===== config.mk =====
export PLATFORM = sky130hd
export DESIGN_NAME = traffic_sel_gen
export DESIGN_NICKNAME = d
export VERILOG_FILES = /design/src/rtl/traffic_sel_gen.sv
export SDC_FILE = /design/constraint.sdc
export NUM_CORES = 1
export LEC_CHECK = 0
export CAP_MARGIN = 30
export CORE_MARGIN = 5
export CORE_UTILIZATION = 55
export DETAILED_ROUTE_END_ITERATION = 10
export PLACE_DENSITY = 0.84
export SYNTH_ARGS = -nofsm -noshare
export SYNTH_HDL_FRONTEND = slang
export SYNTH_SLANG_ARGS = --single-unit

===== constraint.sdc =====
create_clock -name clk -period 2.9 [get_ports clk]
set_clock_uncertainty 0.05 [all_clocks]
set_input_delay 0.435 -clock clk [delete_from_list [all_inputs] [get_ports clk]]
set_output_delay 0.435 -clock clk [all_outputs]
set_load 0.03 [all_outputs]

===== src/rtl/traffic_sel_gen.sv =====
// Averages per-frame vehicle counts over a window, classifies light/heavy flow
// with hysteresis and multi-window confirmation, and applies it at signal-cycle boundaries.
module traffic_sel_gen #(
    parameter int unsigned CNT_W    = 8,
    parameter int unsigned WIN_LOG2 = 4,
    parameter int unsigned HI_TH    = 12,
    parameter int unsigned LO_TH    = 6,
    parameter int unsigned HOLD_WIN = 2
) (
    input  logic             clk,
    input  logic             reset,
    input  logic [CNT_W-1:0] car_cnt,
    input  logic             car_cnt_valid,
    input  logic             light_valid,
    output logic             traffic_sel,
    output logic             sel_valid,
    output logic [CNT_W-1:0] avg_cnt,
    output logic             avg_valid,
    output logic             pending_sel
);

    localparam int unsigned ACC_W = CNT_W + WIN_LOG2;
    localparam logic [CNT_W-1:0] HI   = CNT_W'(HI_TH);
    localparam logic [CNT_W-1:0] LO   = CNT_W'(LO_TH);
    localparam logic [3:0]       HOLD = 4'(HOLD_WIN);

    typedef enum logic {
        S_LIGHT = 1'b0,
        S_HEAVY = 1'b1
    } state_t;

    logic [ACC_W-1:0]    acc;
    logic [ACC_W-1:0]    acc_sum;
    logic [WIN_LOG2-1:0] frame_cnt;
    logic [3:0]          streak;
    logic [3:0]          streak_inc;
    logic [3:0]          streak_nxt;
    logic                pending_nxt;
    state_t              state;
    state_t              state_nxt;

    assign acc_sum    = acc + {{WIN_LOG2{1'b0}}, car_cnt};
    assign streak_inc = streak + 4'd1;

    // Window accumulation; the last frame's count is folded in directly so
    // the accumulator can clear in the same cycle the average is produced.
    always_ff @(posedge clk or negedge reset) begin
        if (!reset) begin
            acc       <= '0;
            frame_cnt <= '0;
            avg_cnt   <= '0;
            avg_valid <= 1'b0;
        end else begin
            avg_valid <= 1'b0;
            if (car_cnt_valid) begin
                frame_cnt <= frame_cnt + WIN_LOG2'(1);
                if (frame_cnt == '1) begin
                    avg_cnt   <= acc_sum[ACC_W-1:WIN_LOG2];
                    avg_valid <= 1'b1;
                    acc       <= '0;
                end else begin
                    acc <= acc_sum;
                end
            end
        end
    end

    always_ff @(posedge clk or negedge reset) begin
        if (!reset) begin
            state       <= S_LIGHT;
            streak      <= '0;
            pending_sel <= 1'b0;
        end else begin
            state       <= state_nxt;
            streak      <= streak_nxt;
            pending_sel <= pending_nxt;
        end
    end

    always_comb begin
        state_nxt   = state;
        streak_nxt  = streak;
        pending_nxt = pending_sel;
        if (avg_valid) begin
            case (state)
                S_LIGHT: begin
                    if (avg_cnt >= HI) begin
                        if (streak_inc == HOLD) begin
                            state_nxt   = S_HEAVY;
                            pending_nxt = 1'b1;
                            streak_nxt  = '0;
                        end else begin
                            streak_nxt = streak_inc;
                        end
                    end else begin
                        streak_nxt = '0;
                    end
                end
                S_HEAVY: begin
                    if (avg_cnt <= LO) begin
                        if (streak_inc == HOLD) begin
                            state_nxt   = S_LIGHT;
                            pending_nxt = 1'b0;
                            streak_nxt  = '0;
                        end else begin
                            streak_nxt = streak_inc;
                        end
                    end else begin
                        streak_nxt = '0;
                    end
                end
                default: begin
                    state_nxt  = S_LIGHT;
                    streak_nxt = '0;
                end
            endcase
        end
    end

    // Boundary sampling reads the registered pending_sel, so a classifier
    // update in the same cycle is deferred to the next boundary.
    always_ff @(posedge clk or negedge reset) begin
        if (!reset) begin
            traffic_sel <= 1'b0;
            sel_valid   <= 1'b0;
        end else begin
            sel_valid <= 1'b0;
            if (light_valid) begin
                traffic_sel <= pending_sel;
                sel_valid   <= (pending_sel != traffic_sel);
            end
        end
    end

endmodule


==> results.cfg <==
[run_status]
status = completed

[setup_path]
crit_fanout = 4
crit_path_end_kind = flop
crit_arrival_ns = 2.55
cp_data_required_time_ns = 3.10
start_kind = input port
crit_type = in -> reg

[clocking]
cts_htree_levels = 2
clk_path_buf_depth = 2
clkLatencyLatePin_ns = 0.34
clock-sinks = 33
post-cts-setup-buffers = 0
cts_resized = 0
clk_pin_slew_worst_paths_ns = 0.10
cts_hold_buf = 0
numCtsBuffers = 5
clockRootBuffer = clkbuf_4
cts_tree = yes

[placed_design]
place_hpwl_um = 2940
gp_congestion = 0.935
port_buffers = 23
placed_cell_area_um2 = 2190

[grt]
grt_max_degree = 34
grt.total_usage_pct = 19.0
grt_pass1_vias = 1489
grt_pass1_wl_um = 6660
globalRouteOverflowTotal = 0
antenna_found_initial = 0

[layout]
final_layout_size_suffix_gt1_share_pct = 12.3
nFillCells = 277
multi_input_area_um2 = 1020
final_cell_mix = dfrtp_1, clkdlybuf4s50_1, nand2_1
finalInstanceArea_um2 = 2240
antennaDiodeCount = 0
seq_area_um2 = 826
finalNetCount = 234
layout_commonest_cell = dfrtp_1
syn_to_final_growth_pct = 17.8

[power]
clockPowerShare_pct = 11.5
p_seq_share_pct = 37.3
switching_share_pct = 43.3
power.leakage_nw = 0.984
peakVddDrop_mv = 0.438
combinationalPowerShare_pct = 51.2
power.switching_w = 0.000928
powerDensity_nw_per_um2 = 957
p_int_w = 0.00122

[timing]
tns_ns = 0
period_minus_slack_ns = 2.35
relSlewSlack_pct = 55.6
finalHoldViolations = 0
final_max_slew_viol_count = 0
fin_crit_sh_pct = 80.9
rsz0062_at_grt = no
report.final.setup_viol = 0
worst_pin_slew_ns = 0.660
max_freq_ghz = 0.426

[logic_synthesis]
synth_area_leaders = dfrtp_1, ha_1, xnor2_1
synth_top_cell_area_share_pct = 43.4
syn_area_um2 = 1900
synth_ff_type = dfrtp_1
synth_fp_nets = 206
ys.warnings.count = 0
synthCells = 182
synth_area_per_cell_um2 = 10.4
synth_edf_count = 0
ys_seq_elements = 33
ys_async_sr_fraction_pct = 100
ys_types = 50
synth_top_area_cell = dfrtp_1
yosysSeqAreaShare_pct = 43.4

[routing]
ant_nets = 0
drcViolationCount = 0
drt_pre_antenna_iters = 4
avgRoutedWirePerCell_um = 14.8
vias = 1465
vias_per_cell = 5.70
wl_um = 3790
drt_iter0_drc = 54

[min_path]
hold_class = in -> async

[floorplan]
dieWidth_um = 68.8
start_util_pct = 57.0
die_area_um2 = 4730
fp.dieH_um = 68.8
core_area_um2 = 3340
placementRows = 21
io_pins = 24

[job]
maxCapViolations = 0
-- registers in the layout, summed over array words and instances, names as in the netlist --
| name | cells |
|---|---|
| acc | 12 |
| avg_cnt | 8 |
| avg_valid | 1 |
| frame_cnt | 4 |
| pending_sel | 1 |
| sel_valid | 1 |
| state | 1 |
| streak | 4 |
| traffic_sel | 1 |
-- routing by layer --
metal | wire [um] | vias to the layer above | GRT usage [%] | share of wire (%)
met3 | 227 | 8 | 4.21 | 6.0
li1 | - | 730 | - | -
met2 | 1880 | 39 | 31.7 | 50
met5 | 0 | - | 0 | 0
met4 | 80 | 0 | 8.52 | 2.1
met1 | 1600 | 688 | 23.5 | 42
-- stage by stage --
stage	util [%]	std cells	setup WS (ns)	total power (W)	hold slack, ns
6_report	67.2	257	0.555	0.00215	0.447
5_1_grt	67.2	257	0.482	0.00232	0.486
4_1_cts	67.2	257	0.562	0.00215	0.455
3_5_place_dp	65.6	249	0.211	0.00191	0.431
3_3_place_gp	65.6	249	0.277	0.00185	0.426
2_1_floorplan	-	182	0.748	0.00159	0.0894
-- worst max-delay path, cell delays in order --
cell and delay, ns:
clkdlybuf4s50_1 0.40, ha_1 0.23, fa_1 0.41, a21o_1 0.24, a221oi_4 0.32, o21ai_2 0.12, a21o_2 0.22, a31oi_1 0.17
-- cell type report --
cell class | instances | share of cell area, %
flip-flops and latches | 33 | 36.9
multi-input cells | 136 | 45.7
inverters | 8 | 1.34
clock buffers | 6 | 1.84
clock inverters | 2 | 0.447
repair buffers | 26 | 11.3
well taps | 46 | 2.57
-- path summary, 6_finish.rpt --
check	from	endpoint	slack, ns	depth (start not counted)
worst max-delay path	car_cnt[0]	acc[8]	0.55	8
worst min-delay path	reset	acc[1]	0.45	2
worst max register to register	acc[0]	acc[8]	0.69	7
worst min register to register	acc[6]	acc[6]	0.45	1
max in group asynchronous	reset	streak[1]	2.05	2
min in group clk	acc[6]	acc[6]	0.45	1
-- power groups by stage --
stage	clock network [W]	logic, W	registers (W)
after floorplan	0	0.000714	0.000876
after global placement	0	0.00106	0.000791
after detailed placement	0	0.00110	0.000809
after CTS	0.000251	0.00110	0.000801
after global routing	0.000272	0.00122	0.000832
final	0.000246	0.00110	0.000801
-- kinds of logic after synthesis --
logic type,share of synthesized area [%]
compound gates,25.1
simple gates,13.2
flops,43.4
buf+inv,2.76
fa+ha+maj,8.29
xor+xnor,5.07
mux,2.24
-- Yosys cell counts (all sizes together) (2+ instances only) --
cell type,instances
dfrtp,33
nand2,16
o21ai,15
a21oi,11
ha,11
inv,8
nor2,7
xnor2,7
a21o,5
a22o,4
a31oi,4
and3,4
clkbuf,4
xor2,4
and2,3
nand3,3
nand4,3
nor3,3
nor3b,3
a21bo,2
mux2,2
mux2i,2
nand2b,2
o21a,2
o22ai,2
o2bb2ai,2
o311ai,2
o31ai,2
o32ai,2
or2,2
No activity file was read; power rests on OpenSTA's default activity.
==> variant 1: new RTL, same flow settings <==
Change the parameter `WIN_LOG2` from 4 to 6.
--- a/src/rtl/traffic_sel_gen.sv
+++ b/src/rtl/traffic_sel_gen.sv
@@ -2,7 +2,7 @@
 // with hysteresis and multi-window confirmation, and applies it at signal-cycle boundaries.
 module traffic_sel_gen #(
     parameter int unsigned CNT_W    = 8,
-    parameter int unsigned WIN_LOG2 = 4,
+    parameter int unsigned WIN_LOG2 = 6,
     parameter int unsigned HI_TH    = 12,
     parameter int unsigned LO_TH    = 6,
     parameter int unsigned HOLD_WIN = 2
Behaviour: no difference found for any inputs over 10 cycles, from zero or initial values and one cycle with reset low; that may be too few to reach the edited logic, so the function may still have changed.
==> variant 1 against the unedited design <==
- worst setup slack worse by 0.23 ns
- clock power up 44%
- synthesized area up 6.9%
- critical endpoint is now acc[10]$_DFFE_PN0P_
- routed wire length up 9.2%
- sequential cell count increased by 4
- power down 9.3%
- register-to-register slack got worse by 0.13 ns
- design area increased by 7.1%
==> variant 1: results (changes against the unedited design) <==
GRT
  – Pin count of the biggest net entering global routing: 38 (was 34)
  – Vias in the first global route: 1521 (was 1489)
  – M3 GR Usage: 0.0526 (was 0.0421)
  – GR Util met2: 0.280 (was 0.317)
  – GRT Overall Usage: 0.181 (was 0.190)
  – Initial antenna violation count: 0 (unchanged)
  – Global-route wire length before repair: 7.16 mm (was 6.66 mm)
  – M1 GR Usage: 0.242 (was 0.235)

Drt
  – Total wire length: 4.14 mm (was 3.79 mm)
  – Top sig layer: met4 (unchanged)
  – Wl on met1: 1.89 mm (was 1.60 mm)
  – Vias: 1608 (was 1465)
  – Pre-antenna DRT Iters: 4 (unchanged)
  – DRT iter0 DRCs: 93 (was 54)
  – Met3 WL post-DR: 229 µm (was 227 µm)
  – Met2 WL: 1.95 mm (was 1.88 mm)

Logic synthesis
  – Area contributors post-synth: dfrtp_1 (46%), ha_1 (6.8%), o21ai_0 (3.9%) (was dfrtp_1 (43%), ha_1 (7.2%), xnor2_1 (3.2%))
  – Synth Warn #: 0 (unchanged)
  – Top FF cell, synth: dfrtp_1 (unchanged)
  – Post-synthesis sequential area ratio: 0.455 (was 0.434)
  – Asr flop ratio synth: 1.00 (unchanged)
  – Cell variety after synth: 45 (was 50)
  – Avg Synthesized Cell Area: 9.82 µm² (was 10.4 µm²)
  – Mapped Nets: 231 (was 206)
  – Synth top cells by count: dfrtp_1 (37), nand2_1 (18), o21ai_0 (16) (was dfrtp_1 (33), nand2_1 (16), o21ai_0 (12))

Place
  – Dpl ws: 0.109 ns (was 0.211 ns)
  – Inst Count DP: 275 (was 249)
  – IO buf count: 23 (unchanged)
  – Hpwl dp: 2.97 mm (was 2.94 mm)
  – Placer congestion estimate: 0.793 (was 0.935)
  – Area after DPL: 0.00231 mm² (was 0.00219 mm²)

Clock network
  – Root buffer cell: clkbuf_8 (was clkbuf_4)
  – Clock transition at the registers of the reported paths: 0.07 ns (was 0.10 ns)
  – Postcts setup bufs: 0 (unchanged)
  – Post-cts sizing count: 0 (unchanged)
  – Clk_lat worst skew: 0.29 ns (was 0.34 ns)
  – Longest Clk Path Bufs: 2 (unchanged)
  – Num CTS Buffers: 5 (unchanged)
  – CTS H-tree depth: 2 (unchanged)

Outcome
  – Outcome: finished clean (unchanged)

Cells and area
  – NumNets Final: 258 (was 234)
  – Largest regs: acc x14, avg_cnt x8, frame_cnt x6 (was acc x12, avg_cnt x8)
  – Share of cells above drive strength 1: 0.0809 (was 0.123)
  – Final cell count without fillers: 283 (was 257)
  – # diodes: 0 (unchanged)

Timing
  – Worst-Margin Slew: 0.489 ns (was 0.660 ns)

Critical path
  – Worst EP arrival: 2.70 ns (was 2.55 ns)
  – CP top delay family: compound AO/OA/AOI/OAI gates (unchanged)
  – Slowest cell on crit path: clkdlybuf4s50_1 (was fa_1)
  – Maximum fanout along the worst path: 3 (was 4)
  – Max stage delay on crit path: 0.46 ns (was 0.41 ns)

Power
  – Max rail drop VDD: 0.000329 V (was 0.000438 V)
  – Leakage Power: 1.11 nW (was 0.984 nW)

Worst hold path
  – Hold crit path type: reg -> reg (was in -> async)
## variant 1: path summary, 6_finish.rpt
path | from | to | slack (ns) | depth (start not counted)
max in group asynchronous | reset | frame_cnt[1]$_DFFE_PN0P_ | 1.97 | 2
setup / recovery | car_cnt[0] | acc[10]$_DFFE_PN0P_ | 0.33 | 9
min in group asynchronous | reset | acc[2]$_DFFE_PN0P_ | 0.52 | 2
setup reg to reg | acc[0]$_DFFE_PN0P_ | acc[10]$_DFFE_PN0P_ | 0.56 | 8
hold / removal | frame_cnt[3]$_DFFE_PN0P_ | frame_cnt[3]$_DFFE_PN0P_ | 0.45 | 1
hold reg to reg | frame_cnt[3]$_DFFE_PN0P_ | frame_cnt[3]$_DFFE_PN0P_ | 0.45 | 1
## variant 1: area by class of cell
class / instances / area [µm²]
clock buffers: 5 / 68.8
multi-input cells: 149 / 1020
clock inverters: 3 / 17.5
fillers: 285 / 1230
inverters: 15 / 56.3
flip-flops and latches: 37 / 926
well taps: 48 / 60.1
repair buffers: 26 / 253
## variant 1: worst register-to-register path: stages (launching register included)
cell,delay (ns)
dfrtp_1,0.36
ha_1,0.17
inv_1,0.05
fa_1,0.41
nand4b_1,0.22
a31oi_1,0.35
o311a_1,0.28
o21ai_0,0.13
a22o_1,0.21
## variant 1: cell families after synthesis
logic type | count (synthesis) | synth area share
and+or+nand+nor | 57 | 0.138
adders and majority gates | 12 | 0.0775
muxes | 3 | 0.0160
AOI/OAI and AO/OA | 60 | 0.196
DFF | 37 | 0.455
xor gates and xnor gates | 17 | 0.0732
buffers and inverters | 21 | 0.0431
## variant 1: where the power goes
group	total (mW)	leakage, nW	switching (mW)	internal, mW
clock	0.354	0.0439	0.189	0.166
sequential	0.787	0.486	0.132	0.655
combinational	0.806	0.584	0.440	0.366
==> variant 2: new RTL, same settings <==
Without the edit above. Reset style: synchronous (`reset`), changed in 3 clocked blocks.
--- a/src/rtl/traffic_sel_gen.sv
+++ b/src/rtl/traffic_sel_gen.sv
@@ -44,7 +44,7 @@
 
     // Window accumulation; the last frame's count is folded in directly so
     // the accumulator can clear in the same cycle the average is produced.
-    always_ff @(posedge clk or negedge reset) begin
+    always_ff @(posedge clk) begin
         if (!reset) begin
             acc       <= '0;
             frame_cnt <= '0;
@@ -65,7 +65,7 @@
         end
     end
 
-    always_ff @(posedge clk or negedge reset) begin
+    always_ff @(posedge clk) begin
         if (!reset) begin
             state       <= S_LIGHT;
             streak      <= '0;
@@ -119,7 +119,7 @@
 
     // Boundary sampling reads the registered pending_sel, so a classifier
     // update in the same cycle is deferred to the next boundary.
-    always_ff @(posedge clk or negedge reset) begin
+    always_ff @(posedge clk) begin
         if (!reset) begin
             traffic_sel <= 1'b0;
             sel_valid   <= 1'b0;
Formal check against the unedited RTL: same outputs for any inputs over 10 cycles, from zero or initial values and one cycle with reset low; that may be too few to reach the edited logic, so the function may still have changed.
==> variant 2 against the unedited design <==
- critical path depth is 1 lower
- synthesized area is 3.1% higher
- worst setup slack better by 0.062 ns
- synthesized cell count is 26% higher
- critical endpoint is now acc[10]$_SDFFE_PN0P_
- design area is 2.3% higher
- routed wire length is 15% higher
- critical path type unchanged
- sequential cell count stayed put
Power is not compared: it rests on default switching activity, and its combinational part moved more than twofold at a synthesized area within 25%.
==> variant 2: results (changes against the unedited design) <==
GRT
  – GR Util met2: 0.304 (was 0.317)
  – Vias in the first global route: 1665 (was 1489)
  – M1 GR Usage: 0.228 (was 0.235)
  – M3 GR Usage: 0.0594 (was 0.0421)
  – Global-route wire length before repair: 7.43 mm (was 6.66 mm)
  – GRT Overall Usage: 0.184 (was 0.190)
  – Pin count of the biggest net entering global routing: 23 (was 34)

Outcome
  – Outcome: finished clean (unchanged)

Cells and area
  – NumNets Final: 280 (was 234)
  – Non-clock buffer share of cell area: 0.110 (was 0.113)
  – Reg area: 661 µm² (was 826 µm²)
  – Multi-input comb cells: 185 (was 136)
  – FFs & Latches: 33 (unchanged)
  – Multi-input gate area: 0.00125 mm² (was 0.00102 mm²)
  – Clock buffer count: 6 (unchanged)
  – Post-route cell area: 0.00229 mm² (was 0.00224 mm²)
  – Filler cells: 282 (was 277)
  – Clk cell area share: 0.0224 (was 0.0229)
  – Non-CTS inverters: 5 (was 8)
  – Share of cells above drive strength 1: 0.0895 (was 0.123)

Worst hold path
  – Hold crit path type: reg -> reg (was in -> async)

Critical path
  – CP top delay family: adder cells (was compound AO/OA/AOI/OAI gates)
  – Maximum fanout along the worst path: 6 (was 4)
  – Max stage delay on crit path: 0.45 ns (was 0.41 ns)
  – Worst EP arrival: 2.47 ns (was 2.55 ns)
  – R2R Path Start: acc[0]$_SDFFE_PN0P_ (was acc[0]$_DFFE_PN0P_)
  – FF-to-FF End: acc[10]$_SDFFE_PN0P_ (was acc[8]$_DFFE_PN0P_)
  – Reg2Reg Depth: 6 (was 7)

Drt
  – Wl on met1: 1.95 mm (was 1.60 mm)
  – Routed len/inst: 14.3 µm (was 14.8 µm)
  – Met2 WL: 2.13 mm (was 1.88 mm)
  – DRT iter0 DRCs: 80 (was 54)
  – Total wire length: 4.35 mm (was 3.79 mm)

Logic synthesis
  – Cell variety after synth: 54 (was 50)
  – Area contributors post-synth: dfxtp_1 (34%), ha_1 (7.0%), nand3_1 (6.9%) (was dfrtp_1 (43%), ha_1 (7.2%), xnor2_1 (3.2%))
  – Synth top cells by count: dfxtp_1 (33), nand3_1 (27), nand2_1 (19) (was dfrtp_1 (33), nand2_1 (16), o21ai_0 (12))
  – Post-synthesis cell count: 230 (was 182)
  – Post-synthesis sequential area ratio: 0.337 (was 0.434)
  – Mapped Nets: 254 (was 206)
  – Top FF cell, synth: dfxtp_1 (was dfrtp_1)

Timing
  – Fmax: 438 MHz (was 426 MHz)
  – Worst-Margin Slew: 0.515 ns (was 0.660 ns)
  – Hold_ws: 0.426 ns (was 0.447 ns)

Place
  – Area after DPL: 0.00224 mm² (was 0.00219 mm²)
  – Inst Count DP: 295 (was 249)
  – Placer congestion estimate: 0.897 (was 0.935)
  – Dpl ws: 0.271 ns (was 0.211 ns)
  – Hpwl dp: 3.33 mm (was 2.94 mm)

Floorplanning
  – Die Area: 0.00486 mm² (was 0.00473 mm²)
-- variant 2: cell types whose count changed after synthesis, moves of 4 or more --
cell	unedited run	this run
a22o_1	4	0
dfrtp_1	33	0
dfxtp_1	0	33
nand3_1	3	27
nor2_1	7	12
nor2b_1	0	5
o211ai_1	1	5
xnor2_1	7	2
-- variant 2: logic make-up after synthesis --
family,Yosys count,synth area share
flip-flops,33,0.337
AND/OR/NAND/NOR,98,0.273
XOR/XNOR,7,0.0313
AO/OA/AOI/OAI,66,0.243
multiplexers,2,0.0102
adder cells (fa/ha/maj),12,0.0804
buffers and inverters,12,0.0249
-- variant 2: tightest hold or removal path: stages (launching register included) --
cell,delay [ns]
dfxtp_1,0.33
nand2_1,0.05
o21ai_0,0.06
-- variant 2: report_power, final --
part           internal (mW)  switching (mW)  leakage [nW]
Sequential             0.482          0.0320         0.268
Clock                 0.0922           0.148        0.0320
Combinational          0.104           0.140         0.585
Total                  0.678           0.320         0.885
